## config.mk

```make
export PLATFORM = sky130hd
export DESIGN_NAME = mem_arb
export DESIGN_NICKNAME = d
export VERILOG_FILES = /design/src/rtl/mem_arb_pkg.sv /design/src/rtl/mem_arb_rr_arb2.sv /design/src/rtl/mem_arb.sv
export SDC_FILE = /design/constraint.sdc
export NUM_CORES = 1
export LEC_CHECK = 0
export BUFFER_PORTS_ARGS = -buffer_cell sky130_fd_sc_hd__buf_4
export CORE_MARGIN = 1.5
export CORE_UTILIZATION = 42
export CTS_CLUSTER_SIZE = 14
export DETAILED_ROUTE_END_ITERATION = 7
export GPL_TIMING_DRIVEN = 0
export PLACE_DENSITY = 0.77
export SLEW_MARGIN = 20
export SYNTH_ARGS = -nofsm -noshare
export SYNTH_HDL_FRONTEND = slang
export SYNTH_SLANG_ARGS = --single-unit
```

## constraint.sdc

```tcl
create_clock -name i_clk -period 1.6 [get_ports i_clk]
set_input_delay 0.16 -clock i_clk [delete_from_list [all_inputs] [get_ports i_clk]]
set_output_delay 0.16 -clock i_clk [all_outputs]
set_load 0.01 [all_outputs]
```

## src/rtl/mem_arb_pkg.sv

```systemverilog
// Shared encodings for the IFU/LSU memory-port arbiter: FSM states and owner IDs.
package mem_arb_pkg;

    typedef enum logic [1:0] {
        ARB_IDLE = 2'd0,
        ARB_REQ  = 2'd1,
        ARB_WAIT = 2'd2,
        ARB_RESP = 2'd3
    } arb_state_e;

    typedef enum logic {
        ARB_OWN_IFU = 1'b0,
        ARB_OWN_LSU = 1'b1
    } arb_owner_e;

    // Minimum width of the response-timeout counter.
    localparam int unsigned ARB_CNT_MIN_W = 8;

    // True while a transaction is outstanding on the memory side.
    function automatic logic arb_busy(input arb_state_e s);
        return (s == ARB_REQ) || (s == ARB_WAIT);
    endfunction

endpackage

```

## src/rtl/mem_arb_rr_arb2.sv

```systemverilog
// Two-way round-robin grant; ties go to the master not granted last.
module rr_arb2
    import mem_arb_pkg::*;
(
    input  logic       clk,
    input  logic       rst_n,
    input  logic       req_ifu,
    input  logic       req_lsu,
    input  logic       en,
    output logic       gnt_ifu_c,
    output logic       gnt_lsu_c,
    output arb_owner_e owner_c
);

    arb_owner_e last_q;

    // Pick the winner from the current requests and the last-grant flag.
    always_comb begin
        owner_c = ARB_OWN_IFU;
        if (req_ifu && req_lsu) begin
            owner_c = (last_q == ARB_OWN_IFU) ? ARB_OWN_LSU : ARB_OWN_IFU;
        end else if (req_lsu) begin
            owner_c = ARB_OWN_LSU;
        end
        gnt_ifu_c = req_ifu && (owner_c == ARB_OWN_IFU);
        gnt_lsu_c = req_lsu && (owner_c == ARB_OWN_LSU);
    end

    // Remember who won whenever a grant is actually taken.
    always_ff @(posedge clk or negedge rst_n) begin
        if (!rst_n) begin
            last_q <= ARB_OWN_IFU;
        end else if (en && (req_ifu || req_lsu)) begin
            last_q <= owner_c;
        end
    end

endmodule

```

## src/rtl/mem_arb.sv

```systemverilog
// Shares one memory port between IFU (fetch) and LSU (load/store), one
// transaction at a time. Optional response timeout with error pulse is
// enabled by defining ARB_TIMEOUT_EN.
module mem_arb
    import mem_arb_pkg::*;
#(
    parameter int unsigned AW      = 32,
    parameter int unsigned DW      = 32,
    parameter int unsigned MW      = 8,
    parameter int unsigned TIMEOUT = 255
) (
    input  logic          i_clk,
    input  logic          i_rst_n,
    input  logic          i_ifu_valid,
    output logic          o_ifu_ready,
    input  logic [AW-1:0] i_ifu_addr,
    output logic          o_ifu_rvalid,
    output logic [DW-1:0] o_ifu_rdata,
    input  logic          i_lsu_valid,
    output logic          o_lsu_ready,
    input  logic [AW-1:0] i_lsu_addr,
    input  logic          i_lsu_wen,
    input  logic [DW-1:0] i_lsu_wdata,
    input  logic [MW-1:0] i_lsu_wmask,
    output logic          o_lsu_rvalid,
    output logic [DW-1:0] o_lsu_rdata,
    output logic          o_mem_valid,
    input  logic          i_mem_ready,
    output logic [AW-1:0] o_mem_addr,
    output logic          o_mem_wen,
    output logic [DW-1:0] o_mem_wdata,
    output logic [MW-1:0] o_mem_wmask,
    input  logic          i_mem_rvalid,
    input  logic [DW-1:0] i_mem_rdata
`ifdef ARB_TIMEOUT_EN
    ,
    output logic          o_err
`endif
);

    arb_state_e    state_q, state_d;
    arb_owner_e    owner_q;
    arb_owner_e    win_c;
    logic          gnt_ifu_c, gnt_lsu_c;
    logic          accept_c;
    logic          resp_load_c;
    logic          timeout_c;
    logic [DW-1:0] resp_data_c;

    logic          mem_valid_q;
    logic [AW-1:0] addr_q;
    logic          wen_q;
    logic [DW-1:0] wdata_q;
    logic [MW-1:0] wmask_q;
    logic          ifu_rvalid_q, lsu_rvalid_q;
    logic [DW-1:0] ifu_rdata_q, lsu_rdata_q;

    rr_arb2 u_rr (
        .clk       (i_clk),
        .rst_n     (i_rst_n),
        .req_ifu   (i_ifu_valid),
        .req_lsu   (i_lsu_valid),
        .en        (accept_c),
        .gnt_ifu_c (gnt_ifu_c),
        .gnt_lsu_c (gnt_lsu_c),
        .owner_c   (win_c)
    );

`ifdef ARB_TIMEOUT_EN
    localparam int unsigned CW = ($clog2(TIMEOUT + 1) > ARB_CNT_MIN_W) ?
                                 $clog2(TIMEOUT + 1) : ARB_CNT_MIN_W;
    logic [CW-1:0] cnt_q;
    logic          err_q;

    // Fires on the last allowed REQ/WAIT cycle unless the response lands now.
    always_comb begin
        timeout_c = arb_busy(state_q) && (cnt_q == CW'(TIMEOUT - 1)) &&
                    !((state_q == ARB_WAIT) && i_mem_rvalid);
    end

    // Cycle counter: cleared when a request is accepted, runs in REQ/WAIT.
    always_ff @(posedge i_clk or negedge i_rst_n) begin
        if (!i_rst_n) begin
            cnt_q <= '0;
        end else if (accept_c) begin
            cnt_q <= '0;
        end else if (arb_busy(state_q)) begin
            cnt_q <= cnt_q + CW'(1);
        end
    end

    // Error pulse accompanies a timed-out response.
    always_ff @(posedge i_clk or negedge i_rst_n) begin
        if (!i_rst_n) begin
            err_q <= 1'b0;
        end else begin
            err_q <= timeout_c;
        end
    end

    assign o_err = err_q;
`else
    assign timeout_c = 1'b0;
`endif

    // State register.
    always_ff @(posedge i_clk or negedge i_rst_n) begin
        if (!i_rst_n) begin
            state_q <= ARB_IDLE;
        end else begin
            state_q <= state_d;
        end
    end

    // Next-state, accept and response-capture decode.
    always_comb begin
        state_d     = state_q;
        accept_c    = 1'b0;
        resp_load_c = 1'b0;
        resp_data_c = '0;
        o_ifu_ready = 1'b0;
        o_lsu_ready = 1'b0;
        case (state_q)
            ARB_IDLE: begin
                o_ifu_ready = gnt_ifu_c;
                o_lsu_ready = gnt_lsu_c;
                if (i_ifu_valid || i_lsu_valid) begin
                    accept_c = 1'b1;
                    state_d  = ARB_REQ;
                end
            end
            ARB_REQ: begin
                if (timeout_c) begin
                    resp_load_c = 1'b1;
                    state_d     = ARB_RESP;
                end else if (i_mem_ready) begin
                    state_d = ARB_WAIT;
                end
            end
            ARB_WAIT: begin
                if (timeout_c) begin
                    resp_load_c = 1'b1;
                    state_d     = ARB_RESP;
                end else if (i_mem_rvalid) begin
                    resp_load_c = 1'b1;
                    resp_data_c = wen_q ? '0 : i_mem_rdata;
                    state_d     = ARB_RESP;
                end
            end
            ARB_RESP: begin
                state_d = ARB_IDLE;
            end
            default: begin
                state_d = ARB_IDLE;
            end
        endcase
    end

    // Latch the winning master's payload on accept; IFU is always a plain read.
    always_ff @(posedge i_clk or negedge i_rst_n) begin
        if (!i_rst_n) begin
            owner_q <= ARB_OWN_IFU;
            addr_q  <= '0;
            wen_q   <= 1'b0;
            wdata_q <= '0;
            wmask_q <= '0;
        end else if (accept_c) begin
            owner_q <= win_c;
            if (win_c == ARB_OWN_LSU) begin
                addr_q  <= i_lsu_addr;
                wen_q   <= i_lsu_wen;
                wdata_q <= i_lsu_wdata;
                wmask_q <= i_lsu_wen ? i_lsu_wmask : '0;
            end else begin
                addr_q  <= i_ifu_addr;
                wen_q   <= 1'b0;
                wdata_q <= '0;
                wmask_q <= '0;
            end
        end
    end

    // Memory request valid mirrors the REQ state, registered.
    always_ff @(posedge i_clk or negedge i_rst_n) begin
        if (!i_rst_n) begin
            mem_valid_q <= 1'b0;
        end else begin
            mem_valid_q <= (state_d == ARB_REQ);
        end
    end

    // One-cycle response pulse to the owner only.
    always_ff @(posedge i_clk or negedge i_rst_n) begin
        if (!i_rst_n) begin
            ifu_rvalid_q <= 1'b0;
            lsu_rvalid_q <= 1'b0;
        end else begin
            ifu_rvalid_q <= resp_load_c && (owner_q == ARB_OWN_IFU);
            lsu_rvalid_q <= resp_load_c && (owner_q == ARB_OWN_LSU);
        end
    end

    // Per-master read data, held between response pulses.
    always_ff @(posedge i_clk or negedge i_rst_n) begin
        if (!i_rst_n) begin
            ifu_rdata_q <= '0;
            lsu_rdata_q <= '0;
        end else if (resp_load_c) begin
            if (owner_q == ARB_OWN_IFU) begin
                ifu_rdata_q <= resp_data_c;
            end else begin
                lsu_rdata_q <= resp_data_c;
            end
        end
    end

    assign o_mem_valid  = mem_valid_q;
    assign o_mem_addr   = addr_q;
    assign o_mem_wen    = wen_q;
    assign o_mem_wdata  = wdata_q;
    assign o_mem_wmask  = wmask_q;
    assign o_ifu_rvalid = ifu_rvalid_q;
    assign o_ifu_rdata  = ifu_rdata_q;
    assign o_lsu_rvalid = lsu_rvalid_q;
    assign o_lsu_rdata  = lsu_rdata_q;

endmodule

```

==> impl_metrics.yaml, run 1 <==
place:
  dpl.cell_count: 921
  dp_hpwl_um: 13200
  port_buffers: 283
  gp_congestion: 0.808
worst_setup_path:
  arrival_ns: 1.98
  cp-start-kind: "register"
  path_buf_inv: 3
  crit_path_cell_trace: "a21bo_1, buf_6, buf_6, buf_12, mux2_4, mux2_2"
  crit_fanout: 10
  cp_top_family: "multiplexers"
  slowest_delay_ns: 0.39
  worstPathRequired_ns: 1.91
  critPathKind: "register to register"
  endpoint_kind: "register"
  cp_slowest_cell: "dfrtp_1"
  critPathMostFrequentCell: "buf_6"
  rrSetupSlack_ns: -0.08
cts:
  cts_buffer_depth: 2
  clock-root-buffer: "clkbuf_16"
  clock_latency_ns: 0.42
  clk_pin_slew_ns: 0.06
  cts_buffers: 17
  cts_max_level: 4
  cts_tree: "built"
  numClockSinks: 143
detailed_routing:
  firstDrtPassIters: 5
  avgRoutedWirePerCell_um: 18.7
  drc: 0
  antenna_left: 0
  via_per_inst: 5.14
  num_vias: 5146
  drt_iter0_markers: 294
  wl_um: 18700
sta:
  finalCritPeriodShare_pct: 105
  finalWorstSetupSlack_ns: -0.0758
  slew_headroom_pct: 67.7
  setup_violations: 36
  finalCriticalPeriod_ns: 1.68
  hold_viol_final: 0
  holdWs_ns: 0.0115
  rsz0062_at_grt: "true"
  fmax_ghz: 0.597
  finClkSkew_ns: 0.0121
  worstMarginPinSlew_ns: 0.484
  maxSlewViolCount: 0
die:
  start_util_pct: 43.7
  ios: 285
  fp-row-count: 42
  core_um2: 13400
  die_h_um: 121
  die_area_um2: 14600
  die_w_um: 121
synth:
  synth.area.top_cells: "dfrtp_1 (61%), mux2_4 (7.4%), mux2_2 (6.7%)"
  syn_nets: 604
  syn_avg_cell_area_um2: 12.7
  synthCells: 461
  synth.distinct_cells: 25
  ys_warn_count: 0
  syn_area_um2: 5850
  synth_top_area_share_pct: 61.2
  ys_seq_elements: 143
  synth_largest_area_cell: "dfrtp_1"
  ys_seq_area_share_pct: 61.2
grt:
  antenna_found_initial: 0
  grt_pass1_vias: 5520
  grt_overflow_total: 0
  grt_max_degree: 83
  grt_pass1_wl_um: 28700
  grt_usage_pct: 25.9
run:
  maxCapViolCount: 0
finish:
  antenna_cells: 0
  drive_above_1_share_pct: 50.8
  final_util_pct: 70.6
  fillers: 926
  ff_latch_area_um2: 3580
  nets: 955
  area_growth_pct: 61.7
  multiInputGateArea_um2: 2090
  finalNonFillerCells: 1001
pwr:
  leakage_uw: 0.00483
  vdd_ir_drop_max_uv: 849
  pwr_density_cell_nw_per_um2: 1870
  total_power_uw: 17700
min_path:
  hp-class: "primary input to register"
run_status:
  status: "finished, violations left"
  violations: "negative setup slack"
## placed cells by master, fill, tap and decap left out
cell type	count
a21o_1	1
nor2_1	1
mux2_2	34
buf_12	4
dlygate4sd3_1	41
a32o_1	8
nand2b_1	34
mux2_4	30
buf_2	18
clkinv_4	1
bufinv_16	4
clkbuf_2	3
buf_8	1
buf_4	286
clkbuf_1	6
a21bo_1	1
nand3b_1	1
o21ai_2	1
and3_4	1
clkbuf_16	19
nor2b_1	1
dfrtp_1	142
nand4bb_1	1
a22o_1	33
inv_1	2
nor3_4	1
buf_1	1
buf_16	1
o21ai_1	3
nand4b_1	1
dfrtp_2	1
a21oi_1	2
clkinvlp_4	2
buf_6	5
clkinv_2	2
clkbuf_8	5
nor3b_1	1
nand2_1	65
o21ai_0	61
## registers in the layout, summed over array words and instances (netlist names), 2 cells and up
name         flops
o_ifu_rdata     32
o_lsu_rdata     32
o_mem_addr      32
o_mem_wdata     32
o_mem_wmask      8
state_q          2
## power by group
group	internal (uW)	leakage (uW)	total, uW	switching, uW
Clock	2810	0.000315	4310	1500
Combinational	3890	0.00270	7150	3260
Sequential	5200	0.00181	6200	1000
## layout make-up
cell class	instances	area share, %
flip-flops and latches	143	37.8
repair buffers	332	28.3
multi-input cells	281	22.1
clock buffers	23	5.26
plain buffers	35	2.46
well taps	176	2.33
clock inverters	9	1.63
inverters	2	0.0793
## metrics by stage
step | setup TNS, ns | worst slack (ns) | instance area [um^2]
final | -1.50 | -0.0758 | 9460
after global routing | -6.11 | -0.132 | 9460
after CTS | -1.77 | -0.127 | 9390
after detailed placement | -0.398 | -0.0380 | 8230
after global placement | -19.78 | -0.147 | 8200
after floorplan | 0 | 0.0911 | 5850
## path summary, 6_finish.rpt
check,start,end,cells past startpoint
max reg2reg,owner_q$_DFFE_PN0P_,o_mem_addr[16]$_DFFE_PN0P_,6
min,i_mem_ready,state_q[1]$_DFF_PN0_,3
min reg2reg,o_lsu_rdata[30]$_DFFE_PN0P_,o_lsu_rdata[30]$_DFFE_PN0P_,2
max in group asynchronous,i_rst_n,o_lsu_rdata[21]$_DFFE_PN0P_,3
max,owner_q$_DFFE_PN0P_,o_mem_addr[16]$_DFFE_PN0P_,6
min in group asynchronous,i_rst_n,o_ifu_rdata[7]$_DFFE_PN0P_,2
## metal layers
| layer | share of wire, % | global-route usage [%] | wire, um |
|---|---|---|---|
| met5 | 0 | 0 | 0 |
| met4 | 3.8 | 12.9 | 710 |
| met3 | 7.4 | 6.39 | 1390 |
| met2 | 53 | 46.7 | 9980 |
| met1 | 35 | 28.2 | 6630 |
## cell families after synthesis
kind of cell / share of synthesized area (%)
flops: 61.2
compound gates: 12.3
simple gates: 8.96
mux: 14.2
buf+inv: 3.36
## worst min-delay path: cells and delay by family
family                 cells  cell delay, ns
buffers and inverters      1            0.09
and+or+nand+nor            2            0.15
## Yosys cell counts (all sizes together)
| cell | number |
|---|---|
| nand2b | 34 |
| mux2 | 64 |
| a21o | 1 |
| clkbuf | 8 |
| a22o | 33 |
| a21bo | 1 |
| nor3b | 1 |
| nor2b | 1 |
| buf | 27 |
| nand4bb | 1 |
| nand2 | 65 |
| a21oi | 2 |
| and3 | 1 |
| o21ai | 65 |
| inv | 2 |
| nor3 | 1 |
| nand4b | 1 |
| a32o | 8 |
| nor2 | 1 |
| dfrtp | 143 |
| nand3b | 1 |
## repair_timing
item,4_1_cts,5_1_grt
pin swaps,3,1
hold endpoints to repair,100,1
setup endpoints to repair,61,93
setup buffers,5,0
cloned,0,2
resized for setup,18,9
hold buffers,40,1
Power figures use the tool's default switching activity.
==> inputs of run 2 (changes only) <==
--- a/config.mk
+++ b/config.mk
@@ -6,12 +6,14 @@
 export NUM_CORES = 1
 export LEC_CHECK = 0
 export BUFFER_PORTS_ARGS = -buffer_cell sky130_fd_sc_hd__buf_4
+export CELL_PAD_IN_SITES_DETAIL_PLACEMENT = 2
+export CELL_PAD_IN_SITES_GLOBAL_PLACEMENT = 2
 export CORE_MARGIN = 1.5
-export CORE_UTILIZATION = 42
+export CORE_UTILIZATION = 25
 export CTS_CLUSTER_SIZE = 14
 export DETAILED_ROUTE_END_ITERATION = 7
 export GPL_TIMING_DRIVEN = 0
-export PLACE_DENSITY = 0.77
+export PLACE_DENSITY_LB_ADDON = 0.1
 export SLEW_MARGIN = 20
 export SYNTH_ARGS = -nofsm -noshare
 export SYNTH_HDL_FRONTEND = slang
==> run 2 against run 1 <==
  * The run still ends with negative setup slack left
  * Setup slack hardly changed
  * Power is 2.1% higher
  * Flip-flop and latch count stayed put
  * Critical path depth stayed put
  * First-iteration DRC count is 63% lower
==> impl_metrics.yaml, run 2 (synthesis results as in run 1) <==
min_path:
  hp-class: "primary input to register"
grt:
  grt_usage_pct: 18.3
  grt_pass1_vias: 5907
  grt_pass1_wl_um: 33600
  grt_max_degree: 73
  antenna_found_initial: 0
  grt_overflow_total: 0
pwr:
  vdd_ir_drop_max_uv: 652
  p_switching_uw: 5960
  switching_share_pct: 33.1
  pwr_density_cell_nw_per_um2: 1860
  total_power_uw: 18000
  internal_power_uw: 12100
  pwr-share-seq_pct: 34.2
  combinationalPowerShare_pct: 40.8
  clockPowerShare_pct: 25.0
  leakage_uw: 0.00485
die:
  start_util_pct: 25.7
  fp-row-count: 55
  core_um2: 22800
  die_h_um: 156
  ios: 285
  die_w_um: 156
  die_area_um2: 24300
worst_setup_path:
  crit_fanout: 10
  slowest_delay_ns: 0.38
  critPathMostFrequentCell: "buf_6"
  cp-start-kind: "register"
  endpoint_kind: "register"
  critPathKind: "register to register"
  crit_path_cell_trace: "a21bo_1, buf_6, buf_6, buf_12, mux2_4, mux2_2"
  cp_slowest_cell: "dfrtp_1"
  worstPathRequired_ns: 1.90
  arrival_ns: 1.98
  rrSetupSlack_ns: -0.08
cts:
  cts_buffers: 17
  cts_tree: "built"
  numClockSinks: 143
  cts_buffer_depth: 2
  cts_max_level: 4
  clock_latency_ns: 0.42
  clock-root-buffer: "clkbuf_16"
  clk_pin_slew_ns: 0.06
detailed_routing:
  drc: 0
  avgRoutedWirePerCell_um: 19.0
  firstDrtPassIters: 4
  wl_um: 21600
  drt_iter0_markers: 108
  num_vias: 5062
  via_per_inst: 4.46
  antenna_left: 0
sta:
  fmax_ghz: 0.597
  rsz0062_at_grt: "true"
  finClkSkew_ns: 0.0118
  hold_viol_final: 0
  finalWorstSetupSlack_ns: -0.0757
  worstMarginPinSlew_ns: 0.594
  setup-tns-final_ns: -1.50
  finalCritPeriodShare_pct: 105
  finalCriticalPeriod_ns: 1.68
  setup_violations: 31
  slew_headroom_pct: 60.4
  maxSlewViolCount: 0
run_status:
  violations: "negative setup slack"
  status: "finished, violations left"
finish:
  area_growth_pct: 65.5
  drive_above_1_share_pct: 51.2
  antenna_cells: 0
  final_common_cell: "buf_4"
  most-common-layout-cells: "buf_4 (286), dfrtp_1 (142), nand2_1 (65)"
  finalNonFillerCells: 1135
  fillers: 2348
  nets: 953
run:
  maxCapViolCount: 0
place:
  dp_hpwl_um: 15900
  gp_congestion: 0.731
  dpl.cell_count: 1058
  place_ws_ns: -0.127
  port_buffers: 283
## run 2: final timing paths
path                                            startpoint                     endpoint  depth (start not counted)
worst max register to register         owner_q$_DFFE_PN0P_    o_mem_addr[9]$_DFFE_PN0P_                          6
worst min register to register  o_lsu_rdata[0]$_DFFE_PN0P_   o_lsu_rdata[0]$_DFFE_PN0P_                          2
worst max-delay path                   owner_q$_DFFE_PN0P_    o_mem_addr[9]$_DFFE_PN0P_                          6
max in group asynchronous                          i_rst_n         state_q[0]$_DFF_PN0_                          3
worst min-delay path                        i_lsu_wmask[4]   o_mem_wmask[4]$_DFFE_PN0P_                          2
min in group asynchronous                          i_rst_n  o_ifu_rdata[24]$_DFFE_PN0P_                          2
## run 2: timing repair
item,4_1_cts,5_1_grt
setup endpoints to repair,108,118
pin swaps,3,1
hold buffers,39,0
gates resized for setup,21,23
setup buffers,5,0
gates cloned,1,1
endpoints found under the hold margin,109,0
## run 2: layer usage
metal / share of wire, % / track usage (%) / wire (um)
met1: 41 / 21.0 / 8790
met2: 51 / 32.3 / 11000
met3: 6.8 / 5.67 / 1480
met4: 1.3 / 5.80 / 291
met5: 0 / 0 / 0
## run 2: per-stage QoR
stage / instance area, um^2 / util, % / hold slack [ns]
after floorplan: 5850 / - / -0.136
after global placement: 8370 / 36.7 / 0.377
after detailed placement: 8400 / 36.9 / 0.174
after CTS: 9590 / 42.1 / 0.000919
after global routing: 9680 / 42.5 / 0.0108
final: 9680 / 42.5 / 0.0160
## run 2: layout make-up
cell class                 instances  area [um^2]  share of cell area [%]
sequential                       143         3580                    37.0
timing repair buffer             330         2660                    27.5
multi-input combinational        281         2110                    21.8
clock buffer                      20          467                    4.82
tap                              313          392                    4.04
buffer                            35          265                    2.74
clock inverter                    11          201                    2.08
inverter                           2         7.51                  0.0775
## run 2: power by group through the flow
stage | logic (uW) | registers, uW | clock network [uW]
3_5_place_dp | 7100 | 6220 | 0
3_3_place_gp | 6840 | 6120 | 0
4_1_cts | 7370 | 6190 | 4650
5_1_grt | 8010 | 6400 | 4750
6_report | 7360 | 6170 | 4510
2_1_floorplan | 2570 | 6760 | 0
## run 2: worst max-delay path, delay by kind of cell, from the launching register on
family	cells	cell delay, ns
flops	1	0.38
compound gates	1	0.18
buf+inv	3	0.43
mux	2	0.56
==> inputs of run 3 (changes only) <==
--- a/config.mk
+++ b/config.mk
@@ -9,7 +9,8 @@
 export CELL_PAD_IN_SITES_DETAIL_PLACEMENT = 2
 export CELL_PAD_IN_SITES_GLOBAL_PLACEMENT = 2
 export CORE_MARGIN = 1.5
-export CORE_UTILIZATION = 25
+export CORE_UTILIZATION = 26
+export CTS_BUF_LIST = sky130_fd_sc_hd__clkbuf_4 sky130_fd_sc_hd__clkbuf_8
 export CTS_CLUSTER_SIZE = 14
 export DETAILED_ROUTE_END_ITERATION = 7
 export GPL_TIMING_DRIVEN = 0
==> run 3 against run 2 <==
  * The flow finishes with violations (design-rule violations, negative setup slack)
  * Die area fell by 3.8%
  * Sequential share of layout area down 0.16 points
  * Flip-flop and latch count stayed put
  * Routed wire length about the same
  * Core utilization increased by 1.8 points
  * Maximum frequency shrank 0.68%
  * Global-route usage is 0.55 points higher
  * Power fell by 6.3%
  * Clock skew is 0.0032 ns higher
  * Via count rose by 1.9%
  * Register-to-register slack hardly changed
==> impl_metrics.yaml, run 3 (synthesis results as in run 1) <==
detailed_routing:
  antenna_left: 0
  via_per_inst: 4.54
  num_vias: 5156
  firstDrtPassIters: 8
  drc: 11
  drt_iter0_markers: 154
  wl_um: 21600
  avgRoutedWirePerCell_um: 19.0
pwr:
  total_power_uw: 16900
  pwr_density_cell_nw_per_um2: 1740
  vdd_ir_drop_max_uv: 576
  leakage_uw: 0.00486
run_status:
  status: "finished, violations left"
  violations: "design-rule violations, negative setup slack"
min_path:
  hp-class: "primary input to register"
sta:
  finClkSkew_ns: 0.0151
  rsz0062_at_grt: "true"
  finalCritPeriodShare_pct: 105
  finalWorstSetupSlack_ns: -0.0872
  setup_violations: 26
  fmax_ghz: 0.593
  finalCriticalPeriod_ns: 1.69
  slew_headroom_pct: 60.4
  hold_viol_final: 0
  maxSlewViolCount: 0
  setup-tns-final_ns: -1.27
  worstMarginPinSlew_ns: 0.594
die:
  die_w_um: 153
  core_um2: 22000
  start_util_pct: 26.6
  die_h_um: 153
  ios: 285
  fp-row-count: 54
  die_area_um2: 23400
worst_setup_path:
  cp_top_family: "multiplexers"
  arrival_ns: 2.01
  cp_slowest_cell: "dfrtp_1"
  crit_fanout: 10
  endpoint_kind: "register"
  path_buf_inv: 2
  slowest_delay_ns: 0.41
  crit_path_cell_trace: "a21bo_4, buf_4, buf_12, mux2_4, mux2_2"
  cp-start-kind: "register"
  critPathKind: "register to register"
  worstPathRequired_ns: 1.93
finish:
  area_growth_pct: 66.2
  most-common-layout-cells: "buf_4 (291), dfrtp_1 (142), dlygate4sd3_1 (72)"
  final_common_cell: "buf_4"
  fillers: 2263
  nets: 985
  drive_above_1_share_pct: 49.4
  antenna_cells: 0
grt:
  grt_max_degree: 75
  grt_pass1_vias: 6065
  grt_overflow_total: 0
  grt_usage_pct: 18.8
  antenna_found_initial: 0
  grt_pass1_wl_um: 34100
cts:
  clk_pin_slew_ns: 0.08
  clock_latency_ns: 0.45
  cts_buffers: 17
  cts_buffer_depth: 2
  cts_max_level: 4
  cts_tree: "built"
  clock-root-buffer: "clkbuf_8"
  numClockSinks: 143
place:
  dp_hpwl_um: 15700
  gp_congestion: 0.753
  port_buffers: 283
  place_ws_ns: -0.148
run:
  maxCapViolCount: 0
## run 3: layer usage
metal	part of all wire (%)	vias up	global-route usage, %	routed length, um
met5	0	-	0	0
met4	1.4	0	5.14	305
met3	6.2	21	5.67	1340
met2	53	183	34.1	11400
met1	40	2583	21.5	8620
li1	-	2369	-	-
## run 3: worst reg2reg max path: stages (launching register included)
cell	delay, ns
dfrtp_1	0.41
a21bo_4	0.25
buf_4	0.18
buf_12	0.16
mux2_4	0.31
mux2_2	0.27
## run 3: cell type report
type                            instances  area, um^2  share of cell area [%]
Buffer                                 34         251                    2.59
Multi-Input combinational cell        281        2120                    21.8
Inverter                                2        7.51                  0.0772
Sequential cell                       143        3580                    36.8
Tap cell                              280         350                    3.60
Clock inverter                         12         183                    1.88
Clock buffer                           20         263                    2.70
Timing Repair Buffer                  363        2970                    30.6
## run 3: path summary, 6_finish.rpt
check | start | end | slack (ns) | depth (start not counted)
max in group asynchronous | i_rst_n | state_q[0]$_DFF_PN0_ | 0.56 | 3
max | owner_q$_DFFE_PN0P_ | o_mem_addr[21]$_DFFE_PN0P_ | -0.09 | 5
min in group asynchronous | i_rst_n | o_lsu_rvalid$_DFF_PN0_ | 0.28 | 2
min reg2reg | o_ifu_rdata[31]$_DFFE_PN0P_ | o_ifu_rdata[31]$_DFFE_PN0P_ | 0.49 | 2
max reg2reg | owner_q$_DFFE_PN0P_ | o_mem_addr[21]$_DFFE_PN0P_ | -0.09 | 5
min | i_mem_rdata[26] | o_ifu_rdata[26]$_DFFE_PN0P_ | 0.04 | 3
## run 3: timing repair
item                                   CTS  global route
pin swaps                                3             2
setup endpoints to repair              108           105
hold buffers                            72             0
endpoints found under the hold margin  166             0
setup buffers                            5             1
gates cloned                             1             0
gates resized for setup                 25            21
## run 3: through the flow
| stage | hold slack [ns] | instances | cell area, um^2 | util [%] |
|---|---|---|---|---|
| global placement | 0.376 | 1024 | 8330 | 37.9 |
| finish | 0.0394 | 1135 | 9730 | 44.3 |
| CTS | 0.000800 | 1135 | 9670 | 44.0 |
| detailed placement | 0.178 | 1025 | 8360 | 38.1 |
| global route | 0.0143 | 1135 | 9730 | 44.3 |
| floorplan | -0.136 | 461 | 5850 | - |
## run 3: power by group
part / total, uW / internal (uW) / switching [uW]
clock network: 3240 / 1790 / 1450
logic: 7460 / 4020 / 3440
registers: 6200 / 5190 / 1010
